<file path="src/rtl/equation_sched_if.sv">
// Bundle between the equation scheduler and its environment: requester
// handshakes, datapath operands/result and the response stream.
// Optional: EQ_SCHED_PERF_EN adds the perf_issue/perf_stall counters.
interface equation_sched_if #(
  parameter int unsigned NUM_REQ = 4
);
  localparam int unsigned ID_W = (NUM_REQ > 1) ? $clog2(NUM_REQ) : 1;

  logic                   en;
  logic [NUM_REQ-1:0]     req_valid;
  logic [NUM_REQ*8-1:0]   req_a;
  logic [NUM_REQ*8-1:0]   req_b;
  logic [NUM_REQ*8-1:0]   req_c;
  logic [NUM_REQ-1:0]     req_ready;
  logic [7:0]             eq_a;
  logic [7:0]             eq_b;
  logic [7:0]             eq_c;
  logic [15:0]            eq_e;
  logic                   rsp_valid;
  logic                   rsp_ready;
  logic [15:0]            rsp_data;
  logic [ID_W-1:0]        rsp_id;
  logic                   busy;
`ifdef EQ_SCHED_PERF_EN
  logic [31:0]            perf_issue;
  logic [31:0]            perf_stall;
`endif

  // Scheduler side
  modport master (
    input  en, req_valid, req_a, req_b, req_c, eq_e, rsp_ready,
    output req_ready, eq_a, eq_b, eq_c, rsp_valid, rsp_data, rsp_id, busy
`ifdef EQ_SCHED_PERF_EN
    , output perf_issue, perf_stall
`endif
  );

  // Environment side: requesters, datapath and response consumer
  modport slave (
    output en, req_valid, req_a, req_b, req_c, eq_e, rsp_ready,
    input  req_ready, eq_a, eq_b, eq_c, rsp_valid, rsp_data, rsp_id, busy
`ifdef EQ_SCHED_PERF_EN
    , input perf_issue, perf_stall
`endif
  );
endinterface

</file>
<file path="src/rtl/equation_sched.sv">
// Round-robin scheduler sharing one non-stallable pipelined equation
// datapath among NUM_REQ requesters. Issued requests are tagged with their
// requester ID, the tag is delayed by PIPE_LAT, and the result is captured
// into a response FIFO. Credits bound in-flight + stored results to
// FIFO_DEPTH so the FIFO can never overflow.
// Optional: EQ_SCHED_PERF_EN adds saturating issue/stall counters.
module equation_sched #(
  parameter int unsigned NUM_REQ    = 4,
  parameter int unsigned PIPE_LAT   = 3,
  parameter int unsigned FIFO_DEPTH = 4
) (
  input  logic            clk,
  input  logic            rst,
  equation_sched_if.master io_sched
);

  localparam int unsigned ID_W  = (NUM_REQ > 1) ? $clog2(NUM_REQ) : 1;
  localparam int unsigned CNT_W = $clog2(FIFO_DEPTH + 1);
  localparam int unsigned PTR_W = (FIFO_DEPTH > 1) ? $clog2(FIFO_DEPTH) : 1;

  typedef enum logic [1:0] {
    ST_IDLE  = 2'd0,
    ST_RUN   = 2'd1,
    ST_DRAIN = 2'd2
  } state_t;

  state_t              r_state;
  state_t              w_state_next;
  logic                r_busy;
  logic [ID_W-1:0]     r_rr_ptr;
  logic [PIPE_LAT-1:0] r_tag_v;
  logic [PIPE_LAT-1:0] w_tag_v_next;
  logic [ID_W-1:0]     r_tag_id [PIPE_LAT];
  logic [15:0]         r_fifo_data [FIFO_DEPTH];
  logic [ID_W-1:0]     r_fifo_id [FIFO_DEPTH];
  logic [PTR_W-1:0]    r_wr_ptr;
  logic [PTR_W-1:0]    r_rd_ptr;
  logic [CNT_W-1:0]    r_count;
  logic [CNT_W-1:0]    w_count_next;
  logic [CNT_W-1:0]    r_credits;
  logic                w_grant_found;
  logic [ID_W-1:0]     w_grant_id;
  logic [ID_W-1:0]     w_idx;
  logic                w_issue;
  logic                w_push;
  logic                w_pop;

  function automatic logic [PTR_W-1:0] fifo_ptr_inc(input logic [PTR_W-1:0] p);
    return (32'(p) == FIFO_DEPTH - 1) ? '0 : p + PTR_W'(1);
  endfunction

  function automatic logic [ID_W-1:0] rr_ptr_inc(input logic [ID_W-1:0] p);
    return (32'(p) == NUM_REQ - 1) ? '0 : p + ID_W'(1);
  endfunction

  // Round-robin search: first valid requester at or after the pointer
  always_comb begin
    w_grant_found = 1'b0;
    w_grant_id    = '0;
    w_idx         = '0;
    for (int unsigned k = 0; k < NUM_REQ; k++) begin
      w_idx = ID_W'((32'(r_rr_ptr) + k) % NUM_REQ);
      if (!w_grant_found && io_sched.req_valid[w_idx]) begin
        w_grant_found = 1'b1;
        w_grant_id    = w_idx;
      end
    end
  end

  // Issue only while running, enabled and holding a registered credit
  assign w_issue = (r_state == ST_RUN) && io_sched.en && (r_credits != '0) && w_grant_found;
  assign w_push  = r_tag_v[PIPE_LAT-1];
  assign w_pop   = (r_count != '0) && io_sched.rsp_ready;

  // Grant and operand mux toward the datapath; zero when nothing issues
  always_comb begin
    io_sched.req_ready = '0;
    io_sched.eq_a      = '0;
    io_sched.eq_b      = '0;
    io_sched.eq_c      = '0;
    for (int unsigned i = 0; i < NUM_REQ; i++) begin
      if (w_issue && (w_grant_id == ID_W'(i))) begin
        io_sched.req_ready[i] = 1'b1;
        io_sched.eq_a         = io_sched.req_a[8*i +: 8];
        io_sched.eq_b         = io_sched.req_b[8*i +: 8];
        io_sched.eq_c         = io_sched.req_c[8*i +: 8];
      end
    end
  end

  // Next tag-valid vector and FIFO occupancy, shared by FSM and registers
  always_comb begin
    w_tag_v_next    = '0;
    w_tag_v_next[0] = w_issue;
    for (int unsigned i = 1; i < PIPE_LAT; i++) begin
      w_tag_v_next[i] = r_tag_v[i-1];
    end
    w_count_next = r_count + CNT_W'(w_push) - CNT_W'(w_pop);
  end

  // FSM next state; DRAIN leaves as soon as nothing will remain next cycle
  always_comb begin
    w_state_next = r_state;
    case (r_state)
      ST_IDLE:  if (io_sched.en) w_state_next = ST_RUN;
      ST_RUN:   if (!io_sched.en) w_state_next = ST_DRAIN;
      ST_DRAIN: begin
        if (io_sched.en) begin
          w_state_next = ST_RUN;
        end else if ((w_tag_v_next == '0) && (w_count_next == '0)) begin
          w_state_next = ST_IDLE;
        end
      end
      default:  w_state_next = ST_IDLE;
    endcase
  end

  // FSM state register and registered busy flag
  always_ff @(posedge clk or posedge rst) begin
    if (rst) begin
      r_state <= ST_IDLE;
      r_busy  <= 1'b0;
    end else begin
      r_state <= w_state_next;
      r_busy  <= (w_state_next != ST_IDLE);
    end
  end

  // Round-robin pointer and credit counter
  always_ff @(posedge clk or posedge rst) begin
    if (rst) begin
      r_rr_ptr  <= '0;
      r_credits <= CNT_W'(FIFO_DEPTH);
    end else begin
      if (w_issue) r_rr_ptr <= rr_ptr_inc(w_grant_id);
      r_credits <= r_credits - CNT_W'(w_issue) + CNT_W'(w_pop);
    end
  end

  // Tag delay line matching the datapath latency
  always_ff @(posedge clk or posedge rst) begin
    if (rst) begin
      r_tag_v <= '0;
      for (int unsigned i = 0; i < PIPE_LAT; i++) r_tag_id[i] <= '0;
    end else begin
      r_tag_v     <= w_tag_v_next;
      r_tag_id[0] <= w_grant_id;
      for (int unsigned i = 1; i < PIPE_LAT; i++) r_tag_id[i] <= r_tag_id[i-1];
    end
  end

  // Response FIFO storage and pointers
  always_ff @(posedge clk or posedge rst) begin
    if (rst) begin
      r_wr_ptr <= '0;
      r_rd_ptr <= '0;
      r_count  <= '0;
      for (int unsigned i = 0; i < FIFO_DEPTH; i++) begin
        r_fifo_data[i] <= '0;
        r_fifo_id[i]   <= '0;
      end
    end else begin
      if (w_push) begin
        r_fifo_data[r_wr_ptr] <= io_sched.eq_e;
        r_fifo_id[r_wr_ptr]   <= r_tag_id[PIPE_LAT-1];
        r_wr_ptr              <= fifo_ptr_inc(r_wr_ptr);
      end
      if (w_pop) r_rd_ptr <= fifo_ptr_inc(r_rd_ptr);
      r_count <= w_count_next;
    end
  end

  assign io_sched.rsp_valid = (r_count != '0);
  assign io_sched.rsp_data  = io_sched.rsp_valid ? r_fifo_data[r_rd_ptr] : '0;
  assign io_sched.rsp_id    = io_sched.rsp_valid ? r_fifo_id[r_rd_ptr] : '0;
  assign io_sched.busy      = r_busy;

`ifdef EQ_SCHED_PERF_EN
  logic [31:0] r_perf_issue;
  logic [31:0] r_perf_stall;
  logic        w_stall;

  assign w_stall = (r_state == ST_RUN) && (|io_sched.req_valid) && (r_credits == '0);

  // Saturating issue and credit-stall counters
  always_ff @(posedge clk or posedge rst) begin
    if (rst) begin
      r_perf_issue <= '0;
      r_perf_stall <= '0;
    end else begin
      if (w_issue && (r_perf_issue != '1)) r_perf_issue <= r_perf_issue + 32'd1;
      if (w_stall && (r_perf_stall != '1)) r_perf_stall <= r_perf_stall + 32'd1;
    end
  end

  assign io_sched.perf_issue = r_perf_issue;
  assign io_sched.perf_stall = r_perf_stall;
`endif

endmodule

</file>
<file path="src/flat_wrapper.sv">
// flat-port wrapper written by rule: the top's interface ports become plain ports
module equation_sched_flat 
#(
  parameter int unsigned NUM_REQ    = 4,
  parameter int unsigned PIPE_LAT   = 3,
  parameter int unsigned FIFO_DEPTH = 4
)
  (clk, rst, io_sched_en, io_sched_req_valid, io_sched_req_a, io_sched_req_b, io_sched_req_c, io_sched_eq_e, io_sched_rsp_ready, io_sched_req_ready, io_sched_eq_a, io_sched_eq_b, io_sched_eq_c, io_sched_rsp_valid, io_sched_rsp_data, io_sched_rsp_id, io_sched_busy);
  equation_sched_if #(.NUM_REQ(NUM_REQ)) io_sched_i ();
  input  logic clk;
  input  logic rst;
  input wire logic [$bits(io_sched_i.en)-1:0] io_sched_en;
  input wire logic [$bits(io_sched_i.req_valid)-1:0] io_sched_req_valid;
  input wire logic [$bits(io_sched_i.req_a)-1:0] io_sched_req_a;
  input wire logic [$bits(io_sched_i.req_b)-1:0] io_sched_req_b;
  input wire logic [$bits(io_sched_i.req_c)-1:0] io_sched_req_c;
  input wire logic [$bits(io_sched_i.eq_e)-1:0] io_sched_eq_e;
  input wire logic [$bits(io_sched_i.rsp_ready)-1:0] io_sched_rsp_ready;
  output wire logic [$bits(io_sched_i.req_ready)-1:0] io_sched_req_ready;
  output wire logic [$bits(io_sched_i.eq_a)-1:0] io_sched_eq_a;
  output wire logic [$bits(io_sched_i.eq_b)-1:0] io_sched_eq_b;
  output wire logic [$bits(io_sched_i.eq_c)-1:0] io_sched_eq_c;
  output wire logic [$bits(io_sched_i.rsp_valid)-1:0] io_sched_rsp_valid;
  output wire logic [$bits(io_sched_i.rsp_data)-1:0] io_sched_rsp_data;
  output wire logic [$bits(io_sched_i.rsp_id)-1:0] io_sched_rsp_id;
  output wire logic [$bits(io_sched_i.busy)-1:0] io_sched_busy;
  assign io_sched_i.en = io_sched_en;
  assign io_sched_i.req_valid = io_sched_req_valid;
  assign io_sched_i.req_a = io_sched_req_a;
  assign io_sched_i.req_b = io_sched_req_b;
  assign io_sched_i.req_c = io_sched_req_c;
  assign io_sched_i.eq_e = io_sched_eq_e;
  assign io_sched_i.rsp_ready = io_sched_rsp_ready;
  assign io_sched_req_ready = io_sched_i.req_ready;
  assign io_sched_eq_a = io_sched_i.eq_a;
  assign io_sched_eq_b = io_sched_i.eq_b;
  assign io_sched_eq_c = io_sched_i.eq_c;
  assign io_sched_rsp_valid = io_sched_i.rsp_valid;
  assign io_sched_rsp_data = io_sched_i.rsp_data;
  assign io_sched_rsp_id = io_sched_i.rsp_id;
  assign io_sched_busy = io_sched_i.busy;
  equation_sched #(.NUM_REQ(NUM_REQ), .PIPE_LAT(PIPE_LAT), .FIFO_DEPTH(FIFO_DEPTH)) u_core (.clk(clk), .rst(rst), .io_sched(io_sched_i));
endmodule
</file>
<file path="config.mk">
export PLATFORM = sky130hd
export DESIGN_NAME = equation_sched_flat
export DESIGN_NICKNAME = d
export VERILOG_FILES = /design/src/rtl/equation_sched_if.sv /design/src/rtl/equation_sched.sv /design/src/flat_wrapper.sv
export SDC_FILE = /design/constraint.sdc
export NUM_CORES = 1
export LEC_CHECK = 0
export ABC_AREA = 1
export CAP_MARGIN = 20
export CORE_MARGIN = 4
export CORE_UTILIZATION = 40
export DETAILED_ROUTE_END_ITERATION = 16
export GPL_ROUTABILITY_DRIVEN = 0
export PLACE_DENSITY = 0.69
export SYNTH_ARGS = -nofsm -noshare
export SYNTH_HDL_FRONTEND = slang
export SYNTH_SLANG_ARGS = --single-unit
export TNS_END_PERCENT = 20
</file>
<file path="constraint.sdc">
create_clock -name clk -period 4.7 [get_ports clk]
set_input_delay 0.705 -clock clk [delete_from_list [all_inputs] [get_ports clk]]
set_output_delay 0.705 -clock clk [all_outputs]
set_load 0.02 [all_outputs]
</file>
Word level (Yosys, flattened, before mapping)
Index checks and enable logic that the tools add are counted.

Register bits: 96. Output and inout port bits: 48. Word-level logic and storage cells: 122.

Add/sub/neg operators: 10. Magnitude comparators: 7. Eq/ne operators: 7. Multiplexer cells: 54. Bitwise gates (word level): 2. Reduce and logical (&&, ||, !) cells: 23.

Operators with widths (count): $mux 8 (12); $bwmux 64 (1); $mux 16 (4); $bmux 16 s2 (1); $demux 16 s2 (1); $mux 2 (15); $logic_and 1x1->1 (13); $lt 2x3->1 const B (4); $mux 1 (12); $eq 2x2->1 const B (5); $add 2x1->2 const B (4); $bmux 1 s2 (4); $bwmux 8 (1); $add 3x1->3 (2); $ge 3x3->1 const B (2); $logic_not 3->1 (2); $not 2->3 (2); $pmux 2 s3 (1); $reduce_bool 3->1 (2); $sub 3x1->3 (2); $add 2x2->2 const B (2); $bmux 2 s2 (1); $demux 2 s2 (1); $eq 2x1->1 const B (2); other kinds (4) (7).

Logic depth before layout (Yosys ltp)
Depth in word-level cells: 19. Gate-level depth with buffers: 19.

Least setup slack after synthesis
OpenSTA, ideal clock, no wires.

Path type: input to output. From: input io_sched_req_valid[3]. To: output io_sched_eq_b[4]. Data arrival time: 2.701 ns. Data required time: 3.995 ns. Setup slack: 1.294 ns. Stages on the path: 14. Path buffers: 2. Cells stage by stage: inv_1 nand2_1 nand3_1 nand2_2 nor2_4 nand3b_1 o21ai_0 ha_1 clkbuf_1 clkbuf_1 nand4_1 nand3_1 nand2_1 nand2_1.

Word-level cells in the longest chain between the ends: 18. Elaborated cells between the ends (all ways): 35.

RTL lines: from (decl) (line flat_wrapper.sv:13) `input wire logic [$bits(io_sched_i.req_valid)-1:0] io_sched_req_valid;`; $bmux 1 s2 (line equation_sched.sv:63) `if (!w_grant_found && io_sched.req_valid[w_idx]) begin`; $mux 1 (implied by the code) (line equation_sched.sv:63); $mux 1 (line equation_sched.sv:63); $logic_not 1->1 (line equation_sched.sv:63); $logic_and 1x1->1 (line equation_sched.sv:63); $mux 1 (line equation_sched.sv:63); $logic_not 1->1 (line equation_sched.sv:63); $logic_and 1x1->1 (line equation_sched.sv:63); $mux 1 (line equation_sched.sv:63); $logic_not 1->1 (line equation_sched.sv:63); $logic_and 1x1->1 (line equation_sched.sv:63); $mux 2 / $mux 1 (equally long branches) (line equation_sched.sv:63); $logic_not 2->1 / $logic_and 1x1->1 (equally long branches) (line equation_sched.sv:82, equation_sched.sv:71); $logic_and 1x1->1 (line equation_sched.sv:82) `if (w_issue && (w_grant_id == ID_W'(i))) begin`; $mux 8 (3 in series) (line equation_sched.sv:82); $mux 8 (*) (line equation_sched.sv:82); to (decl) (line flat_wrapper.sv:21) `output wire logic [$bits(io_sched_i.eq_b)-1:0] io_sched_eq_b;`.

Mark *: on every way between the ends. The rest lies on a longest branch, timed or not. The select of a mux whose other input is x is not followed.

Worst setup path in the final report
From: input io_sched_req_valid[1]. To: output io_sched_eq_b[6].

Word-level cells in the longest chain between the ends: 18. Elaborated cells between the ends (all ways): 35.

RTL lines: $bmux 1 s2 (line equation_sched.sv:63); $mux 1 (implied by the code) (line equation_sched.sv:63); $mux 1 (line equation_sched.sv:63); $logic_not 1->1 (line equation_sched.sv:63); $logic_and 1x1->1 (line equation_sched.sv:63); $mux 1 (line equation_sched.sv:63); $logic_not 1->1 (line equation_sched.sv:63); $logic_and 1x1->1 (line equation_sched.sv:63); $mux 1 (line equation_sched.sv:63); $logic_not 1->1 (line equation_sched.sv:63); $logic_and 1x1->1 (line equation_sched.sv:63); $mux 2 (*) (line equation_sched.sv:63); net u_core.w_grant_id[1] (line equation_sched.sv:42) `logic [ID_W-1:0] w_grant_id;`; $logic_not 2->1 (line equation_sched.sv:82); $logic_and 1x1->1 (line equation_sched.sv:82); $mux 8 (3 in series) (line equation_sched.sv:82); $mux 8 (*) (line equation_sched.sv:82).

The timed path passes the listed nets; every way through them passes the cells marked *. The select of a mux whose other input is x is not followed.

==> summary.txt <==
Outcome
  – Outcome: complete, no violations

Clock network
  – CTS Buf Count: 9
  – CTS Sinks: 96
  – Clock latency on the worst-skew pair: 0.34 ns
  – CTS tree: done
  – Clock root buffer: clkbuf_16
  – Hold-fix buffers, CTS: 0
  – H-tree depth: 3
  – Max Root-Sink Buffers: 2
  – Clock slew at reported path FFs: 0.06 ns

Floorplanning
  – Die area: 0.01708 mm²
  – Core area: 0.01464 mm²
  – Die width: roughly 130 µm
  – Rows: 44
  – Starting Density: 41.11%
  – Die Y: 130.7 µm
  – Io pins: 168

Worst setup path
  – Data arrival, critical path: 3.65 ns
  – Startpoint Class: input pin
  – Crit Path Class: in2out
  – Reg2Reg Launch Point: u_core.r_credits[2]$_DFF_PP1_
  – FF-to-FF End: u_core.r_credits[2]$_DFF_PP1_
  – Worst Path Required: approximately 4 ns
  – Worst R2R Setup Slack: about 1.9 ns
  – Critical Path End Type: output pin
  – R2r worst-path depth: 9
  – Crit-path max FO: 25

Synthesis
  – Most numerous cell in the Yosys netlist: nand2_1
  – Sequential area share after synthesis: about two fifths
  – Post-synth top cells: nand2_1, o21ai_0, nor2_1
  – Asr flop ratio synth: 100.0%
  – Synth Flop Type: dfrtp_1
  – Synth area leaders: dfrtp_1, nand2_1, o21ai_0
  – Area share of the largest cell type after synthesis: 39.48%
  – Syn nets: about 990
  – Syn_area_per_cell: 7.017 µm²
  – Post-synth EDFFs: 0
  – Cell area after synthesis: 0.006021 mm²
  – Yosys cell types: 35
  – FF+latch count, synth: 96
  – Synth area leader: dfrtp_1
  – Synth warn: 0
  – Post-Synthesis Cells: 858

Layout
  – Layout area overhead: 34.91%
  – Ant diodes: 0
  – Nets: roughly 1100
  – Fillcell total: 1399
  – Layout cells sized above 1: under 10%

STA
  – Slew headroom: between 30% and 40%
  – Final Hold Viols: 0
  – Final slew viol count: 0
  – Total negative slack: 0 ns
  – Min Tclk post-route: between 4 and 5 ns
  – Final period util: between 90 and 100%
  – RSZ-0062 raised after global routing: false
  – Final setup vio count: 0
  – Achievable Freq: 229.9 MHz
  – Worst-Margin Slew: 1.013 ns
  – Final Skew: between 0.006 and 0.007 ns
  – WHS: 0.3499 ns

Hold path
  – Hold depth: 0
  – Min-Delay Path Class: reg2reg
  – Hold Path End: u_core.r_tag_id[1]$_DFF_PP0_
  – Worst hold start: u_core.r_tag_id[3]$_DFF_PP0_

Detailed routing
  – Drt total wl: between 15 and 20 mm
  – Met1 Routed Length: 7.132 mm
  – Per-cell routed wire length: 14.08 µm
  – Initial DRC Count: 480
  – WL met2: 8.147 mm
  – Antenna Nets Post-Route: 0
  – First drt pass iteration count: 5
  – Max layer used: met5
  – Metal3 WL: 1.085 mm
  – DRC: 0
  – Via/cell ratio: roughly 5
  – Vias: about 5900

GRT
  – Vias in the first global route: 5482
  – Grt total ovfl: 0
  – Gr usage total: between 15 and 20%
  – Maximum number of pins on one net before global-route repair: 67
  – Initial antenna violation count: 1
  – First-pass GRT wire length: 26.81 mm

Pwr
  – Pwr Density: 663.7 mW/mm²
  – Leak: 0.004008 µW
  – Power consumption: 5391 µW
  – Worst vdd ir: 0.0004561 V

Placement
  – Port Buffer Count: 167
  – HPWL after DPL: 11.62 mm

Job
  – # Max-Cap Violations: 0
-- state kept, by name, summed over array words and instances (netlist names) --
register / flops
u_core.r_fifo_data: 64
u_core.r_fifo_id: 8
u_core.r_tag_id: 6
u_core.r_count: 3
u_core.r_credits: 3
u_core.r_tag_v: 3
u_core.r_rd_ptr: 2
u_core.r_rr_ptr: 2
u_core.r_state: 2
u_core.r_wr_ptr: 2
u_core.io_sched.busy: 1
-- layer usage --
metal,track usage [%],vias up
met4,6.050,2
met2,31.94,172
li1,-,3027
met3,5.528,21
met1,25.32,2682
met5,0,-
-- where the power goes --
group	switching, µW	internal, µW	total [µW]
Sequential	254	1230	1480
Combinational	1900	1290	3180
Clock	329	397	726
-- how the worst max path moves through the flow --
stage	end	from	slack (ns)
finish	io_sched_eq_b[6]	io_sched_req_valid[1]	0.35
global route	io_sched_eq_b[4]	io_sched_req_valid[0]	0.05
CTS	io_sched_eq_a[6]	io_sched_req_valid[1]	0.32
detailed placement	io_sched_eq_c[6]	io_sched_req_valid[1]	0.33
global placement	io_sched_eq_a[5]	io_sched_req_valid[3]	0.37
floorplan	io_sched_eq_b[4]	io_sched_req_valid[3]	1.29
-- worst max-delay path, cell delays in order --
cell	delay [ns]
clkdlybuf4s50_1	0.48
inv_1	0.04
nand2_1	0.06
nand2_1	0.06
o21a_1	0.21
nor3_1	0.21
nand2_1	0.09
nand4_1	0.07
o21ai_0	0.16
inv_1	0.14
ha_1	0.16
nand3_2	0.10
inv_2	0.33
nand2_1	0.09
nand2_1	0.10
clkdlybuf4s50_1	0.61
-- cells by family after synthesis --
| group | synth area share, % |
|---|---|
| buffers and inverters | 13.09 |
| adders and majority gates | 2.951 |
| AOI/OAI and AO/OA | 11.43 |
| and+or+nand+nor | 31.73 |
| xor gates and xnor gates | 0.8728 |
| DFF | 39.92 |
-- placed cells by master, fill, tap and decap left out, types with 2 or more instances in the layout --
| cell type | count |
|---|---|
| inv_6 | 3 |
| o21ai_0 | 112 |
| dfrtp_1 | 95 |
| inv_2 | 2 |
| nor3_1 | 3 |
| inv_1 | 90 |
| fa_1 | 2 |
| a21oi_1 | 23 |
| nand3_1 | 27 |
| buf_4 | 12 |
| buf_16 | 3 |
| nor2_1 | 108 |
| nand4_1 | 73 |
| clkbuf_8 | 2 |
| nand2_2 | 2 |
| buf_12 | 2 |
| clkinv_1 | 23 |
| xnor2_1 | 5 |
| nand3_2 | 2 |
| nand2_1 | 208 |
| clkdlybuf4s50_1 | 167 |
| ha_1 | 11 |
| clkbuf_16 | 9 |
-- what timing repair did --
item,CTS,global route
buffers inserted,0,0
endpoints found under the setup margin,0,1
gates resized for setup,0,1
-- area by class of cell --
type	count	area, µm²	area share, %
Clock buffer	11	252.7	3.112
Clock inverter	5	45.04	0.5545
Inverter	117	442.9	5.453
Multi-Input combinational cell	587	2838	34.94
Sequential cell	96	2404	29.59
Tap cell	184	230.2	2.834
Timing Repair Buffer	186	1911	23.52
-- metrics by stage --
stage	worst slack (ns)	std cells	utilization (%)	area, µm²
after global routing	0.05287	1186	55.47	8123
after floorplan	1.294	858	-	6021
after detailed placement	0.3270	1166	52.74	7724
final	0.3499	1186	55.47	8123
after CTS	0.3229	1182	54.78	8021
after global placement	0.3729	1166	52.74	7724
Power figures use the tool's default switching activity.
